### config.mk
export PLATFORM = sky130hd
export DESIGN_NAME = jedro_1_ifu_flat
export DESIGN_NICKNAME = d
export VERILOG_FILES = /design/src/rtl/jedro_1_ifu_if.sv /design/src/rtl/jedro_1_ifu.sv /design/src/flat_wrapper.sv
export SDC_FILE = /design/constraint.sdc
export NUM_CORES = 1
export LEC_CHECK = 0
export CORE_MARGIN = 2
export CORE_UTILIZATION = 56
export CTS_CLUSTER_DIAMETER = 30
export DETAILED_ROUTE_END_ITERATION = 8
export GPL_TIMING_DRIVEN = 0
export PLACE_DENSITY = 0.93
export SYNTH_ARGS = -nofsm -noshare
export SYNTH_HDL_FRONTEND = slang
export SYNTH_SLANG_ARGS = --single-unit
### constraint.sdc
create_clock -name clk_i -period 7.8 [get_ports clk_i]
set_input_delay 1.56 -clock clk_i [delete_from_list [all_inputs] [get_ports clk_i]]
set_output_delay 1.56 -clock clk_i [all_outputs]
set_load 0.02 [all_outputs]
### src/rtl/jedro_1_ifu_if.sv
// Fetch-side bus of the jedro_1 IFU: instruction RAM port, redirect input from execute
// and the valid/ready instruction stream towards the decoder.
interface jedro_1_ifu_if #(
    parameter int DATA_WIDTH = 32,
    parameter int ADDR_WIDTH = 32
);
    logic [ADDR_WIDTH-1:0] iram_addr_o;
    logic [DATA_WIDTH-1:0] iram_rdata_i;
    logic                  jmp_instr_i;
    logic [ADDR_WIDTH-1:0] jmp_address_i;
    logic                  ready_i;
    logic                  valid_o;
    logic [DATA_WIDTH-1:0] instr_o;
    logic [ADDR_WIDTH-1:0] instr_addr_o;

    modport master (
        output iram_addr_o, valid_o, instr_o, instr_addr_o,
        input  iram_rdata_i, jmp_instr_i, jmp_address_i, ready_i
    );

    modport slave (
        input  iram_addr_o, valid_o, instr_o, instr_addr_o,
        output iram_rdata_i, jmp_instr_i, jmp_address_i, ready_i
    );
endinterface

### src/rtl/jedro_1_ifu.sv
// jedro_1 instruction fetch unit: credit-based prefetch from a 1-cycle synchronous RAM into a small FIFO.
// Optional JEDRO_1_IFU_MISALIGN_EXC_EN: flag misaligned redirect targets and halt fetching instead of aligning.
module jedro_1_ifu #(
    parameter int                    DATA_WIDTH = 32,
    parameter int                    ADDR_WIDTH = 32,
    parameter logic [ADDR_WIDTH-1:0] BOOT_ADDR  = '0,
    parameter int                    FIFO_DEPTH = 2
) (
    input  logic                clk_i,
    input  logic                rstn_i,
`ifdef JEDRO_1_IFU_MISALIGN_EXC_EN
    output logic                jmp_misaligned_o,
`endif
    jedro_1_ifu_if.master       bus
);
    localparam int PW = $clog2(FIFO_DEPTH);
    localparam int CW = PW + 1;
    localparam logic [DATA_WIDTH-1:0] NOP = DATA_WIDTH'(32'h0000_0013);

    logic [ADDR_WIDTH-1:0] fetch_pc;
    logic [ADDR_WIDTH-1:0] req_addr;
    logic                  inflight;
    logic [CW-1:0]         count;
    logic [PW-1:0]         rd_ptr;
    logic [PW-1:0]         wr_ptr;
    logic [DATA_WIDTH-1:0] fifo_data [FIFO_DEPTH];
    logic [ADDR_WIDTH-1:0] fifo_addr [FIFO_DEPTH];

    logic                  pop;
    logic                  push;
    logic                  issue;
    logic                  fetch_hold;
    logic                  jmp_misaligned;
    logic [CW:0]           occupancy;
    logic [ADDR_WIDTH-1:0] jmp_target;

    assign jmp_target = bus.jmp_address_i & ~ADDR_WIDTH'(3);

`ifdef JEDRO_1_IFU_MISALIGN_EXC_EN
    assign jmp_misaligned = bus.jmp_instr_i & (bus.jmp_address_i[1:0] != 2'b00);

    // A misaligned target parks the fetcher until execute sends a fresh redirect.
    always_ff @(posedge clk_i or negedge rstn_i) begin
        if (!rstn_i) begin
            fetch_hold       <= 1'b0;
            jmp_misaligned_o <= 1'b0;
        end else begin
            jmp_misaligned_o <= jmp_misaligned;
            if (bus.jmp_instr_i)
                fetch_hold <= jmp_misaligned;
        end
    end
`else
    assign jmp_misaligned = 1'b0;
    assign fetch_hold     = 1'b0;
`endif

    assign bus.valid_o      = (count != '0);
    assign bus.instr_o      = fifo_data[rd_ptr];
    assign bus.instr_addr_o = fifo_addr[rd_ptr];
    assign bus.iram_addr_o  = fetch_pc;

    assign pop  = bus.valid_o & bus.ready_i;
    assign push = inflight;

    // A new fetch is only issued when its word is guaranteed a FIFO slot on arrival.
    assign occupancy = {1'b0, count} + (CW+1)'(inflight) - (CW+1)'(pop);
    assign issue     = !fetch_hold && (occupancy < (CW+1)'(FIFO_DEPTH));

    always_ff @(posedge clk_i or negedge rstn_i) begin
        if (!rstn_i) begin
            fetch_pc <= BOOT_ADDR;
            req_addr <= '0;
            inflight <= 1'b0;
            count    <= '0;
            rd_ptr   <= '0;
            wr_ptr   <= '0;
            for (int i = 0; i < FIFO_DEPTH; i++) begin
                fifo_data[i] <= NOP;
                fifo_addr[i] <= '0;
            end
        end else if (bus.jmp_instr_i) begin
            inflight <= 1'b0;
            count    <= '0;
            rd_ptr   <= '0;
            wr_ptr   <= '0;
            if (!jmp_misaligned)
                fetch_pc <= jmp_target;
        end else begin
            inflight <= issue;
            if (issue) begin
                fetch_pc <= fetch_pc + ADDR_WIDTH'(4);
                req_addr <= fetch_pc;
            end
            if (push) begin
                fifo_data[wr_ptr] <= bus.iram_rdata_i;
                fifo_addr[wr_ptr] <= req_addr;
                wr_ptr            <= wr_ptr + PW'(1);
            end
            if (pop)
                rd_ptr <= rd_ptr + PW'(1);
            case ({push, pop})
                2'b10:   count <= count + CW'(1);
                2'b01:   count <= count - CW'(1);
                default: count <= count;
            endcase
        end
    end

    assert property (@(posedge clk_i) disable iff (!rstn_i)
        !(push && !pop && !bus.jmp_instr_i && (count == CW'(FIFO_DEPTH))));

endmodule

### src/flat_wrapper.sv
// flat-port wrapper written by rule: the top's interface ports become plain ports
module jedro_1_ifu_flat 
#(
    parameter int                    DATA_WIDTH = 32,
    parameter int                    ADDR_WIDTH = 32,
    parameter logic [ADDR_WIDTH-1:0] BOOT_ADDR  = '0,
    parameter int                    FIFO_DEPTH = 2
)
  (clk_i, rstn_i, bus_iram_addr_o, bus_valid_o, bus_instr_o, bus_instr_addr_o, bus_iram_rdata_i, bus_jmp_instr_i, bus_jmp_address_i, bus_ready_i);
  jedro_1_ifu_if #(.DATA_WIDTH(DATA_WIDTH), .ADDR_WIDTH(ADDR_WIDTH)) bus_i ();
  input  logic clk_i;
  input  logic rstn_i;
  output wire logic [$bits(bus_i.iram_addr_o)-1:0] bus_iram_addr_o;
  output wire logic [$bits(bus_i.valid_o)-1:0] bus_valid_o;
  output wire logic [$bits(bus_i.instr_o)-1:0] bus_instr_o;
  output wire logic [$bits(bus_i.instr_addr_o)-1:0] bus_instr_addr_o;
  input wire logic [$bits(bus_i.iram_rdata_i)-1:0] bus_iram_rdata_i;
  input wire logic [$bits(bus_i.jmp_instr_i)-1:0] bus_jmp_instr_i;
  input wire logic [$bits(bus_i.jmp_address_i)-1:0] bus_jmp_address_i;
  input wire logic [$bits(bus_i.ready_i)-1:0] bus_ready_i;
  assign bus_iram_addr_o = bus_i.iram_addr_o;
  assign bus_valid_o = bus_i.valid_o;
  assign bus_instr_o = bus_i.instr_o;
  assign bus_instr_addr_o = bus_i.instr_addr_o;
  assign bus_i.iram_rdata_i = bus_iram_rdata_i;
  assign bus_i.jmp_instr_i = bus_jmp_instr_i;
  assign bus_i.jmp_address_i = bus_jmp_address_i;
  assign bus_i.ready_i = bus_ready_i;
  jedro_1_ifu #(.DATA_WIDTH(DATA_WIDTH), .ADDR_WIDTH(ADDR_WIDTH), .BOOT_ADDR(BOOT_ADDR), .FIFO_DEPTH(FIFO_DEPTH)) u_core (.clk_i(clk_i), .rstn_i(rstn_i), .bus(bus_i));
endmodule
==> flow_summary.ini <==
[floorplanning]
die_h_um = 127
io_pins = 165
num_rows = 44
core_um2 = 14600
initial_utilization_pct = 57.8
dieArea_um2 = 16100
die_w_um = 127

[layout]
drive_gt1_share_pct = 31.3
diodes = 0
final_net_count = 886
area_delta_synth_final_pct = 28.5
final-instance-count-excl-fill = 1011
finalInstanceArea_um2 = 10900
utilization_pct = 74.2

[detailed_routing]
ant_nets = 0
route.detailed.drc = 0
route.met2.wl_mm = 10.5
wl_met3_mm = 1.17
wl_met1_mm = 8.48
vias = 6044
routed.top_layer = met4
first_iter_violations = 411
wire_per_inst_um = 20.4
drtPass1Iterations = 5
routed_wl_mm = 20.6
vias_per_cell = 5.98

[synth]
syn_area_per_cell_um2 = 13.3
syn-instance-count = 634
synth-seq-cells = 189
yosys_most_used_dff = dfrtp_1
yosys_warnings = 0
ys_async_sr_fraction_pct = 100
synth_edf_count = 0
seq_area_frac_synth_pct = 56.0
yosysUniqueCellTypes = 37
netlist_area_um2 = 8460

[critical_path]
cpMostUsedCell = clkbuf_1
cp-start-kind = input pin
critPathKind = input pin to flop
crit_chain = clkdlybuf4s50_1 > o21ai_0 > ha_1 > nand2b_1 > fa_1 > xor2_2 > or4_1 > clkbuf_1 > clkbuf_1 > o31ai_1 > a31oi_1
cp_data_required_time_ns = 8.09
cp_slowest_cell = or4_1
crit_arrival_ns = 5.09
critical_path.max_fanout = 10
cp-end-kind = flop
slowest_delay_ns = 0.67

[timing]
drv_slew = 0
finalHoldViolations = 0
rsz0062_at_grt = no
max_freq_ghz = 0.208
skew_ns = 0.00929
post-route-period-util_pct = 61.6
fin_tns_setup_ns = 0
hold_ws_ns = 0.502
tightest_slew_ns = 0.741
setup_ws_ns = 2.99
max_slew_margin_pct = 50.6
setup_viol_count_final = 0
fin_crit_ns = 4.81

[global_routing]
first_global_vias = 6460
grt_pass1_wl_mm = 33.0
grt_max_degree = 129
antenna_found_initial = 0
grtUsageTotal_pct = 26.2
grt_overflow = 0

[placement]
dp_cells = 979
dpl.hpwl_mm = 14.1
place_congestion = 0.944
placed_area_um2 = 10300
io_buffers = 157
dp_slack_ns = 2.63

[min_path]
holdCritPathClass = flop to flop

[run]
drv_cap = 0

[cts]
cts_setup_buffers = 0
htree_levels = 4
clk_pin_slew_ns = 0.07
cts_buffers = 17
clock_sink_count = 189
cts_resized = 0
cts_root_buffer = clkbuf_16
clk_latency_ns = 0.43
clockBufferDepth = 2
cts_tree = yes
ctsHoldBuffers = 0

[power]
cellLeakagePower_nw = 4.47
fin_total_pwr_mw = 4.51
cellPowerDensity_nw_per_um2 = 415
vdd_drop_max_uv = 203

[outcome]
status = finished, final reports clean
[layout by cell type, fill, tap and decap left out, types with 6 or more instances in the layout]
cell type	count
clkbuf_16	17
dfrtp_1	183
clkdlybuf4s50_1	156
nand2_1	24
a31oi_1	20
mux2_2	212
dfstp_2	6
nor2_1	25
xnor2_1	12
o21ai_0	17
nand4_1	7
clkbuf_1	35
o31ai_1	17
inv_1	7
or4_1	20
nand3_1	12
[report_power, final]
part           switching [mW]  internal, mW
clock                   0.360         0.465
combinational           0.909          1.08
sequential              0.276          1.42
total                    1.54          2.96
[kinds of logic (layout without fill, tap and decap cells)]
kind of cell,after synthesis,in the layout,synth area share (%)
AO/OA/AOI/OAI,57,57,4.27
XOR/XNOR,15,15,1.64
adder cells (fa/ha/maj),4,4,0.680
buffers and inverters,50,240,2.50
flip-flops,189,189,56.0
multiplexers,213,213,28.3
other,1,4,0.0443
AND/OR/NAND/NOR,105,105,6.52
[routing by layer]
metal	vias up	track usage (%)
met5	-	0
met4	0	9.76
met3	48	5.06
met2	276	45.0
met1	3070	33.3
li1	2650	-
[synth_stat cells (2+ instances only)]
cell type	count	area (um2)
or4_1	20	150
clkbuf_1	32	120
o31ai_1	17	128
and4_1	2	17.5
nand4_1	7	43.8
nand3_1	12	60.1
a31oi_1	20	125
ha_1	3	37.5
dfrtp_1	183	4580
nor4_1	3	18.8
or2_2	2	12.5
buf_1	4	15.0
nor3_1	2	10.0
buf_4	4	30.0
inv_1	7	26.3
nand2_1	24	90.1
dfstp_2	6	158
o21ai_0	17	85.1
and3_1	2	12.5
mux2_2	212	2390
nor3b_1	2	15.0
xnor2_1	12	105
or3_1	2	12.5
nor2_1	25	93.8
xor2_1	2	17.5
[critical path, delay by kind of cell]
family	cells	cell delay, ns
XOR/XNOR	1	0.25
AO/OA/AOI/OAI	3	0.67
AND/OR/NAND/NOR	2	0.82
adder cells (fa/ha/maj)	2	0.78
buffers and inverters	3	1.00
[worst paths after layout]
| path | from | end | slack, ns | depth (start not counted) |
|---|---|---|---|---|
| max in group asynchronous | rstn_i | u_core.inflight$_DFF_PN0_ | 5.76 | 2 |
| worst min-delay path | u_core.fifo_addr[17]$_DFFE_PN0P_ | u_core.fifo_addr[17]$_DFFE_PN0P_ | 0.50 | 1 |
| worst min register to register | u_core.fifo_addr[17]$_DFFE_PN0P_ | u_core.fifo_addr[17]$_DFFE_PN0P_ | 0.50 | 1 |
| worst max register to register | u_core.count[1]$_DFFE_PN0P_ | u_core.bus.iram_addr_o[19]$_DFFE_PN0P_ | 3.81 | 10 |
| min in group asynchronous | rstn_i | u_core.fifo_data[24]$_DFFE_PN0P_ | 1.05 | 1 |
| worst max-delay path | bus_ready_i | u_core.bus.iram_addr_o[19]$_DFFE_PN0P_ | 2.99 | 11 |
[area by class of cell]
cell class | count | area (um2)
well taps | 184 | 230
plain buffers | 42 | 181
inverters | 8 | 30.0
fillers | 924 | 3770
clock buffers | 23 | 478
clock inverters | 9 | 87.6
multi-input cells | 398 | 3520
repair buffers | 158 | 1600
flip-flops and latches | 189 | 4740
[state kept, by name, summed over array words and instances (netlist names)]
name	count
u_core.fifo_data	64
u_core.fifo_addr	60
u_core.bus.iram_addr_o	30
u_core.req_addr	30
u_core.count	2
u_core.inflight	1
u_core.rd_ptr	1
u_core.wr_ptr	1
Power figures use the tool's default switching activity.
